File: config.mk
export PLATFORM = sky130hd
export DESIGN_NAME = spi_arb
export DESIGN_NICKNAME = d
export VERILOG_FILES = /design/src/rtl/spi_arb.sv
export SDC_FILE = /design/constraint.sdc
export NUM_CORES = 1
export LEC_CHECK = 0
export ABC_AREA = 0
export CORE_UTILIZATION = 30
export DETAILED_ROUTE_END_ITERATION = 12
export GPL_ROUTABILITY_DRIVEN = 0
export PLACE_DENSITY_LB_ADDON = 0.15
export SYNTH_ARGS = -nofsm -noshare
export SYNTH_HDL_FRONTEND = slang
export SYNTH_SLANG_ARGS = --single-unit
File: constraint.sdc
create_clock -name clk -period 4.2 [get_ports clk]
set_input_delay 1.26 -clock clk [delete_from_list [all_inputs] [get_ports clk]]
set_output_delay 1.26 -clock clk [all_outputs]
set_load 0.01 [all_outputs]
File: src/rtl/spi_arb.sv
// rtl/spi_arb.sv - round-robin arbiter sharing one SPI_mnrch between A2D (req 0) and inertial (req 1); optional SPI_ARB_CNT_EN adds grant counters
module spi_arb #(
   parameter int HOLD_TMO = 8,
   parameter int DW       = 16
) (
   input  logic          clk,
   input  logic          rst,
   input  logic [1:0]    wrt_i,
   input  logic [DW-1:0] wt_data0_i,
   input  logic [DW-1:0] wt_data1_i,
   input  logic [1:0]    hold_i,
   output logic [1:0]    done_o,
   output logic [DW-1:0] rd_data_o,
   output logic [1:0]    gnt_o,
   output logic          m_wrt,
   output logic [DW-1:0] m_wt_data,
   input  logic          m_done,
   input  logic [DW-1:0] m_rd_data,
   input  logic          m_SS_n,
   output logic [1:0]    SS_n_o
`ifdef SPI_ARB_CNT_EN
   ,
   input  logic          cnt_clr_i,
   output logic [15:0]   gnt_cnt0_o,
   output logic [15:0]   gnt_cnt1_o
`endif
);

   typedef enum logic [1:0] {IDLE, BUSY, HOLD} state_t;

   state_t        state, state_nxt;
   logic [1:0]    pend, pend_nxt;
   logic [DW-1:0] data0, data0_nxt;
   logic [DW-1:0] data1, data1_nxt;
   logic [1:0]    hold_l, hold_l_nxt;
   logic          cur_hold, cur_hold_nxt;
   logic          rr, rr_nxt;
   logic          owner, owner_nxt;
   logic [7:0]    tmr, tmr_nxt;
   logic [1:0]    gnt_nxt;
   logic          m_wrt_nxt;
   logic [DW-1:0] m_wt_data_nxt;
   logic [1:0]    done_nxt;
   logic [DW-1:0] rd_nxt;

   logic [1:0]    new_req;
   logic [1:0]    eff_pend;
   logic [DW-1:0] eff_data0, eff_data1;
   logic [1:0]    eff_hold;
   logic          win;

   // Request capture with bypass: a fresh request is visible to the FSM in the cycle it arrives
   always_comb begin
      new_req     = wrt_i & ~pend;
      eff_pend    = pend | wrt_i;
      eff_data0   = new_req[0] ? wt_data0_i : data0;
      eff_data1   = new_req[1] ? wt_data1_i : data1;
      eff_hold[0] = new_req[0] ? hold_i[0] : hold_l[0];
      eff_hold[1] = new_req[1] ? hold_i[1] : hold_l[1];
   end

   // Next-state and registered-output logic
   always_comb begin
      state_nxt     = state;
      pend_nxt      = eff_pend;
      data0_nxt     = eff_data0;
      data1_nxt     = eff_data1;
      hold_l_nxt    = eff_hold;
      cur_hold_nxt  = cur_hold;
      rr_nxt        = rr;
      owner_nxt     = owner;
      tmr_nxt       = tmr;
      gnt_nxt       = gnt_o;
      m_wrt_nxt     = 1'b0;
      m_wt_data_nxt = m_wt_data;
      done_nxt      = 2'b00;
      rd_nxt        = rd_data_o;
      win           = rr;

      case (state)
         IDLE: begin
            if (|eff_pend) begin
               win           = (eff_pend == 2'b11) ? rr : eff_pend[1];
               owner_nxt     = win;
               gnt_nxt       = win ? 2'b10 : 2'b01;
               m_wrt_nxt     = 1'b1;
               m_wt_data_nxt = win ? eff_data1 : eff_data0;
               cur_hold_nxt  = eff_hold[win];
               pend_nxt[win] = 1'b0;
               state_nxt     = BUSY;
            end
         end
         BUSY: begin
            if (m_done) begin
               rd_nxt   = m_rd_data;
               done_nxt = owner ? 2'b10 : 2'b01;
               rr_nxt   = ~owner;
               if (cur_hold) begin
                  tmr_nxt   = 8'(HOLD_TMO);
                  state_nxt = HOLD;
               end else begin
                  gnt_nxt   = 2'b00;
                  state_nxt = IDLE;
               end
            end
         end
         HOLD: begin
            if (eff_pend[owner]) begin
               m_wrt_nxt       = 1'b1;
               m_wt_data_nxt   = owner ? eff_data1 : eff_data0;
               cur_hold_nxt    = eff_hold[owner];
               pend_nxt[owner] = 1'b0;
               state_nxt       = BUSY;
            end else if (tmr <= 8'd1) begin
               tmr_nxt   = 8'd0;
               gnt_nxt   = 2'b00;
               state_nxt = IDLE;
            end else begin
               tmr_nxt = tmr - 8'd1;
            end
         end
         default: begin
            gnt_nxt   = 2'b00;
            state_nxt = IDLE;
         end
      endcase
   end

   // State and output registers; reset drops everything in flight
   always_ff @(posedge clk or posedge rst) begin
      if (rst) begin
         state     <= IDLE;
         pend      <= 2'b00;
         data0     <= '0;
         data1     <= '0;
         hold_l    <= 2'b00;
         cur_hold  <= 1'b0;
         rr        <= 1'b0;
         owner     <= 1'b0;
         tmr       <= 8'd0;
         gnt_o     <= 2'b00;
         m_wrt     <= 1'b0;
         m_wt_data <= '0;
         done_o    <= 2'b00;
         rd_data_o <= '0;
      end else begin
         state     <= state_nxt;
         pend      <= pend_nxt;
         data0     <= data0_nxt;
         data1     <= data1_nxt;
         hold_l    <= hold_l_nxt;
         cur_hold  <= cur_hold_nxt;
         rr        <= rr_nxt;
         owner     <= owner_nxt;
         tmr       <= tmr_nxt;
         gnt_o     <= gnt_nxt;
         m_wrt     <= m_wrt_nxt;
         m_wt_data <= m_wt_data_nxt;
         done_o    <= done_nxt;
         rd_data_o <= rd_nxt;
      end
   end

   assign SS_n_o = {2{m_SS_n}} | ~gnt_o;

`ifdef SPI_ARB_CNT_EN
   // Saturating per-requester count of issued write strobes; clear wins over increment
   always_ff @(posedge clk or posedge rst) begin
      if (rst) begin
         gnt_cnt0_o <= 16'h0000;
         gnt_cnt1_o <= 16'h0000;
      end else if (cnt_clr_i) begin
         gnt_cnt0_o <= 16'h0000;
         gnt_cnt1_o <= 16'h0000;
      end else if (m_wrt) begin
         if (gnt_o[0] && (gnt_cnt0_o != 16'hFFFF)) gnt_cnt0_o <= gnt_cnt0_o + 16'd1;
         if (gnt_o[1] && (gnt_cnt1_o != 16'hFFFF)) gnt_cnt1_o <= gnt_cnt1_o + 16'd1;
      end
   end
`endif

endmodule

---- Yosys cells after proc, flatten, opt, wreduce, memory -nomap -nowiden ----
Index checks and enable logic that the tools add are counted.
operators by class
  mux-type cells .......................... 49
  reduce and logical (&&, ||, !) cells .... 12
  add/subtract/negate cells ............... 1
  magnitude comparators ................... 5
  bitwise operators ....................... 10
  eq/ne operators ......................... 11
operator list
  cell                                                                               count
  16-bit 2-to-1 mux                                                                  6
  8-bit 2-to-1 mux                                                                   4
  16-bit one-hot mux with 2 select lines                                             1
  2-bit 2-to-1 mux                                                                   15
  8-bit one-hot mux with 2 select lines                                              1
  1-bit 2-to-1 mux                                                                   15
  2-bit != test (second input constant)                                              7
  2-bit one-hot mux with 3 select lines                                              2
  8-bit by 1-bit less-or-equal comparator with 1-bit output (second input constant)  1
  2-bit NOT                                                                          4
  8-bit by 1-bit subtractor with 8-bit output (second input constant)                1
  2-bit AND                                                                          3
  3-bit AND reduction                                                                2
  5-bit AND reduction                                                                1
  2-bit == test (second input constant)                                              2
  1-bit by 2-bit < comparator with 1-bit output (second input constant)              2
  2-bit OR                                                                           2
  1-bit one-hot mux with 2 select lines                                              2
  2-bit one-hot mux with 2 select lines                                              1
  2-bit AND reduction                                                                2
  4-bit AND reduction                                                                1
  2-bit nonzero test                                                                 2
  3-bit != test (second input constant)                                              1
  1-bit demux with 1-bit select                                                      2
  other kinds (6)                                                                    8
word-level totals
  bits in registers ....................... 86
  output and inout bits ................... 39
  input port bits ......................... 56

---- Depth between registers and ports, before layout ----
Gate-level depths: netlist of the first run.
  depth in word-level cells ............... 11
  gate-level depth with buffers ........... 6
  mapped depth without buffers ............ 6

---- Worst setup path before layout of the first run ----
Ideal clock, no wire load.
  kind .................................... input to output
  start ................................... input port m_SS_n
  end ..................................... output port SS_n_o[0]
  cell stages on the path ................. 1
  setup slack ............................. 1.521 ns
  required time ........................... 2.940 ns
  arrival ................................. 1.419 ns
  path through ............................ nand2b_1
between the ends
  word-level cells in the longest chain between the ends .. 1
ends and longest elaborated chain
  item         line  source
  from (decl)  19    input logic m_SS_n,
  2-bit OR     164   assign SS_n_o = {2{m_SS_n}} | ~gnt_o;
  to (decl)    20    output logic [1:0] SS_n_o
Every way passes these cells.

---- Final worst setup path of the first run ----
Ends and elaborated chain as after synthesis.

==> impl_metrics.py, run 1 <==
metrics = {
    "hold_path": {
        "hold_path.class": "reg -> reg",
    },
    "floorplan": {
        "die_y_um": 116.1,
        "io_pins": 95,
        "core_region_area_sq_um": 12670,
        "die_w_um": 116.1,
        "dieArea_sq_um": 13470,
        "start_util_pct": 30.80,
        "rows": 41,
    },
    "detailed_routing": {
        "drcViolationCount": 0,
        "firstDrtPassIters": 4,
        "viasPerCell": 4.416,
        "avgRoutedWirePerCell_um": 14.16,
        "ant_nets": 0,
        "vias": 2641,
        "drt_iter0_drc": 101,
        "drt-total-wl_um": 8465,
    },
    "placement": {
        "placed_cell_area_sq_um": 4997,
        "port_buffers": 94,
        "hpwl_um": 5679,
        "place_ws_ns": 0.5702,
    },
    "critical_path": {
        "path_max_fanout": 2,
        "crit_slowest_cell": "clkdlybuf4s50_1",
        "critPathLaunchType": "input pin",
        "path_buf_inv": 2,
        "arrival_ns": 2.36,
        "crit_top_cell": "clkdlybuf4s50_1",
        "cp_cell_sequence": "clkdlybuf4s50_1, nand2b_1, clkdlybuf4s50_1",
        "cp_top_family": "buffers and inverters",
        "critPathKind": "in -> out",
        "slowest_delay_ns": 0.53,
        "required_ns": 2.94,
        "critPathCaptureType": "primary output",
    },
    "pwr": {
        "net-switching-power_w": 0.001359,
        "seqPwrFrac_pct": 36.6,
        "ir_drop_mv": 0.3146,
        "clkPwrFrac_pct": 18.6,
        "sw_frac_of_total_pct": 33.93,
        "p_int_w": 0.002646,
        "leakagePower_nw": 2.477,
        "comb_power_share_pct": 44.8,
        "power_density_nw_per_um2": 759.1,
    },
    "timing": {
        "finalCriticalPeriod_ns": 3.620,
        "finalHoldViolations": 0,
        "rsz0062_at_grt": "no",
        "period_share_pct": 86.20,
        "clock_skew_ns": 0.004317,
        "setup_ws_ns": 0.5798,
        "fmax_mhz": 276.2,
        "maxSlewHeadroom_pct": 38.15,
        "worstMarginPinSlew_ns": 0.9277,
        "finalSetupViolCount": 0,
        "maxSlewViolCount": 0,
        "tns_ns": 0,
    },
    "clocking": {
        "cts_tree": "built",
        "clkTransAtPathRegs_ns": 0.06,
        "clk-insertion-delay-late_ns": 0.34,
        "postCtsSetupBuffers": 0,
        "clockBufferDepth": 2,
        "cts-root-buf": "clkbuf_16",
        "cts.sinks": 86,
        "cts_resized": 0,
        "numCtsBuffers": 9,
        "cts-hold-fix-buffers": 0,
        "htreeDepth": 3,
    },
    "yosys": {
        "yosysTopAreaCell": "dfrtp_1",
        "synth-seq-area-share_pct": 55.15,
        "netlist_instances": 323,
        "syn_nets": 381,
        "synth_edf_count": 0,
        "ys_warn_count": 0,
        "syn_avg_cell_area_sq_um": 12.08,
        "netlist_area_sq_um": 3902,
        "synth_cell_types": 51,
        "synth_top_cells_by_area": "dfrtp_1, mux2i_1, mux2_4, nand2_1, mux2_2",
        "ys_ff_latch": 86,
        "yosysTopAreaCellShare_pct": 55.15,
        "ys.flop_type": "dfrtp_1",
        "async_flop_share_pct": 100.0,
    },
    "global_route": {
        "grt_max_degree": 35,
        "antenna_found_initial": 0,
        "grt_pass1_wl_um": 14030,
        "grt_use_total_pct": 14.03,
        "grt_pass1_vias": 2772,
        "grt-ovfl-total": 0,
    },
    "finish": {
        "regArea_sq_um": 2152,
        "design_area_sq_um": 5276,
        "fin_nets": 479,
        "area_growth_pct": 35.20,
        "num_antenna_cells": 0,
        "post-route-util_pct": 41.64,
        "nFillCells": 1262,
        "drive_gt1_share_pct": 15.49,
        "multi_input_area_sq_um": 1556,
    },
    "job": {
        "maxCapViolCount": 0,
    },
    "run_status": {
        "status": "complete, no violations",
    },
}
[metal layers]
| metal | vias to the layer above | global-route usage (%) | part of all wire (%) |
|---|---|---|---|
| met5 | - | 0 | 0 |
| met4 | 0 | 4.872 | 1.2 |
| met3 | 9 | 4.603 | 5.4 |
| met2 | 56 | 22.78 | 48 |
| met1 | 1286 | 17.51 | 45 |
| li1 | 1290 | - | - |
[final cells by class]
cell class,count,share of cell area (%)
Inverter,25,1.802
Timing Repair Buffer,99,18.54
Tap cell,172,4.079
Sequential cell,86,40.79
Clock buffer,13,4.932
Clock inverter,3,0.3557
Multi-Input combinational cell,200,29.50
[placed cells by master, fill, tap and decap left out, drive strengths merged, types with 2 or more instances in the layout]
master and count:
clkdlybuf4s50 94, dfrtp 86, nand2 57, mux2i 34
mux2 34, inv 24, clkbuf 13, nor2 10
o21ai 9, nand2b 6, nand3 5, buf 5
clkinv 4, a31oi 4, o211ai 3, and3b 2
nor3 2, or3 2, o31ai 2, a21o 2
a21oi 2, and2 2, o2bb2ai 2, or4 2
ha 2, nor3b 2, or2 2
[state kept, by name, summed over array words and instances, names as in the netlist, 8 cells and up]
| signal | flops |
|---|---|
| rd_data_o | 16 |
| data0 | 16 |
| m_wt_data | 16 |
| tmr | 8 |
| data1 | 16 |
[power groups by stage]
stage                     logic (W)  registers (W)  clock network (W)
after detailed placement    0.00181        0.00148                  0
after floorplan             0.00117        0.00150                  0
final                       0.00179        0.00147           0.000745
after global routing        0.00199        0.00152           0.000819
after CTS                   0.00183        0.00147           0.000775
after global placement      0.00179        0.00147                  0
[worst reg2reg max path, cell delays in order, from the launching register on]
cell and delay, ns:
dfrtp_1 0.53, nand2b_1 0.34, a31oi_4 0.78, mux2i_1 0.29
mux2i_1 0.09
[cells by family after synthesis]
family	share of synthesized area (%)
AO/OA/AOI/OAI	6.701
adder cells (fa/ha/maj)	0.6411
AND/OR/NAND/NOR	12.15
flip-flops	55.15
multiplexers	20.17
buffers and inverters	5.194
[worst paths after layout]
path	startpoint	endpoint	slack (ns)	depth (start not counted)
min in group asynchronous	rst	data1[3]	1.29	2
hold / removal	rd_data_o[14]	rd_data_o[14]	0.47	2
hold reg to reg	rd_data_o[14]	rd_data_o[14]	0.47	2
max in group asynchronous	rst	tmr[0]	2.10	3
setup / recovery	m_SS_n	SS_n_o[0]	0.58	3
setup reg to reg	state[0]	m_wt_data[7]	2.04	4
[stage by stage]
stage	std cells	power, W	hold slack, ns
floorplan	323	0.002678	0.4631
global placement	582	0.003259	0.4574
detailed placement	582	0.003297	0.4631
CTS	598	0.004074	0.4771
global route	598	0.004327	0.5090
finish	598	0.004005	0.4734
[synth_stat cells (4+ instances only)]
cell	instances
buf_6	4
nand2b_1	6
dfrtp_1	86
o21ai_1	6
nand3_1	5
nand2_1	55
buf_2	5
mux2_2	17
mux2_4	17
inv_1	24
mux2i_1	34
nor2_1	10
(Power assumes the default switching activity.)
==> inputs of run 2 (changes only) <==
Settings changed: SETUP_SLACK_MARGIN set to 0.02.
==> results of run 2 <==
Final layout, timing and power as in run 1 (identical DEF).
==> inputs of run 3 (changes only) <==
==> constraint.sdc (replaced) <==
create_clock -name clk -period 4.2 [get_ports clk]
set_input_delay 0.42 -clock clk [delete_from_list [all_inputs] [get_ports clk]]
set_output_delay 0.42 -clock clk [all_outputs]
set_load 0.01 [all_outputs]
==> run 3 against run 2 <==
  * Combinational power hardly changed
  * Die area stayed put
  * Cell count is 0.33% lower
  * Fmax is 74% higher
  * Register-to-register slack better by 0.08 ns
  * Setup slack better by 1.5 ns
  * Wire length is 0.46% lower
  * Critical endpoint is now m_wt_data[7]
  * Largest cell class unchanged
  * Highest routed layer unchanged
==> impl_metrics.py, run 3 (synthesized netlist as in run 1, its figures left out) <==
metrics = {
    "detailed_routing": {
        "avgRoutedWirePerCell_um": 14.14,
        "drt_iter0_drc": 138,
        "drcViolationCount": 0,
        "vias": 2597,
        "drt-total-wl_um": 8426,
        "firstDrtPassIters": 4,
        "viasPerCell": 4.357,
        "ant_nets": 0,
    },
    "placement": {
        "placed_cells": 580,
        "port_buffers": 94,
        "place_ws_ns": 1.748,
        "hpwl_um": 5624,
        "placed_cell_area_sq_um": 4982,
    },
    "floorplan": {
        "dieArea_sq_um": 13470,
        "rows": 41,
        "core_region_area_sq_um": 12670,
        "start_util_pct": 30.80,
        "die_w_um": 116.1,
        "io_pins": 95,
        "die_y_um": 116.1,
    },
    "clocking": {
        "clk-insertion-delay-late_ns": 0.34,
        "cts_resized": 0,
        "clockBufferDepth": 2,
        "clkTransAtPathRegs_ns": 0.06,
        "numCtsBuffers": 9,
        "cts-root-buf": "clkbuf_16",
        "postCtsSetupBuffers": 0,
        "htreeDepth": 3,
        "cts-hold-fix-buffers": 0,
        "cts_tree": "built",
        "cts.sinks": 86,
    },
    "run_status": {
        "status": "complete, no violations",
    },
    "global_route": {
        "grt_max_degree": 47,
        "antenna_found_initial": 0,
        "grt-ovfl-total": 0,
        "grt_pass1_vias": 2668,
        "grt_use_total_pct": 13.67,
        "grt_pass1_wl_um": 13740,
    },
    "critical_path": {
        "cp_top_family": "compound AO/OA/AOI/OAI gates",
        "worst-r2r-cell-count": 4,
        "critPathKind": "reg -> reg",
        "path_max_fanout": 17,
        "critPathLaunchType": "flop",
        "cp.depth": 4,
        "startpoint": "state[0]",
        "required_ns": 4.41,
        "path_buf_inv": 0,
        "rrSetupSlack_ns": 2.12,
        "cp-endpoint": "m_wt_data[7]",
        "crit_top_cell": "mux2i_1",
        "timing.rr.end": "m_wt_data[7]",
        "r2r_start": "state[0]",
        "arrival_ns": 2.29,
        "slowest_delay_ns": 0.72,
        "crit_slowest_cell": "a31oi_4",
        "critPathCaptureType": "flop",
        "cp_cell_sequence": "nand2b_1, a31oi_4, mux2i_1, mux2i_1",
    },
    "finish": {
        "stdcell_count": 596,
        "design_area_sq_um": 5288,
        "final_cell_mix": "clkdlybuf4s50_1, dfrtp_1, nand2_1, mux2i_1, inv_1",
        "drive_gt1_share_pct": 15.57,
        "num_antenna_cells": 0,
        "final_common_cell": "clkdlybuf4s50_1",
        "fin_nets": 477,
        "nFillCells": 1222,
        "area_growth_pct": 35.49,
    },
    "pwr": {
        "leakagePower_nw": 2.476,
        "p_total_w": 0.004046,
        "ir_drop_mv": 0.2720,
        "power_density_nw_per_um2": 765.1,
    },
    "timing": {
        "maxSlewHeadroom_pct": 35.53,
        "setup_ws_ns": 2.123,
        "tns_ns": 0,
        "worstMarginPinSlew_ns": 0.9670,
        "clock_skew_ns": 0.007709,
        "finalSetupViolCount": 0,
        "finalHoldViolations": 0,
        "fmax_mhz": 481.4,
        "maxSlewViolCount": 0,
        "rsz0062_at_grt": "no",
        "finalCriticalPeriod_ns": 2.077,
        "period_share_pct": 49.46,
    },
    "hold_path": {
        "hold_path.class": "reg -> reg",
    },
    "job": {
        "maxCapViolCount": 0,
    },
}
==> run 3: cell count changes in the layout (fill, tap and decap cells not counted) <==
cell / delta
clkinv_2: -2
clkbuf_8: +2
clkinvlp_4: +1
inv_6: +1
clkbuf_1: -2
buf_4: -2
==> run 3: area by class of cell <==
type                            instances  area, sq um  area share, %
Tap cell                              172        215.2          4.070
Clock inverter                          3        25.02         0.4733
Timing Repair Buffer                   97        963.4          18.22
Sequential cell                        86         2152          40.70
Clock buffer                           13        280.3          5.301
Inverter                               25        95.09          1.798
Multi-Input combinational cell        200         1556          29.44
==> run 3: worst min path at each step <==
stage	start	to	slack, ns	cells after the start
6_report	rd_data_o[8]	rd_data_o[8]	0.47	2
5_1_grt	rd_data_o[7]	rd_data_o[7]	0.50	2
4_1_cts	rd_data_o[8]	rd_data_o[8]	0.48	2
3_5_place_dp	rd_data_o[8]	rd_data_o[8]	0.46	2
3_3_place_gp	rd_data_o[9]	rd_data_o[9]	0.46	2
2_1_floorplan	rr	rr	0.46	1
==> run 3: per-layer routing <==
layer	global-route usage [%]	part of all wire [%]	vias to the layer above
li1	-	-	1280
met1	17.85	46	1241
met2	21.11	46	64
met3	4.289	5.8	12
met4	5.385	1.6	0
met5	0	0	-
==> run 3: per-stage QoR <==
| stage | util (%) | hold slack (ns) |
|---|---|---|
| 2_1_floorplan | - | 0.4631 |
| 6_report | 41.73 | 0.4722 |
| 5_1_grt | 41.73 | 0.5038 |
| 4_1_cts | 41.73 | 0.4772 |
| 3_3_place_gp | 39.32 | 0.4569 |
| 3_5_place_dp | 39.32 | 0.4622 |
==> run 3: worst reg2reg max path: stages (launching register included) <==
cell      delay, ns
dfrtp_1        0.53
nand2b_1       0.33
a31oi_4        0.72
mux2i_1        0.29
mux2i_1        0.09
==> run 3: report_power, final <==
group          switching [W]  internal, W  leakage (nW)
clock network       0.000329     0.000469         0.148
registers           0.000235      0.00124          1.04
logic               0.000806     0.000971          1.29
total                0.00137      0.00268          2.48
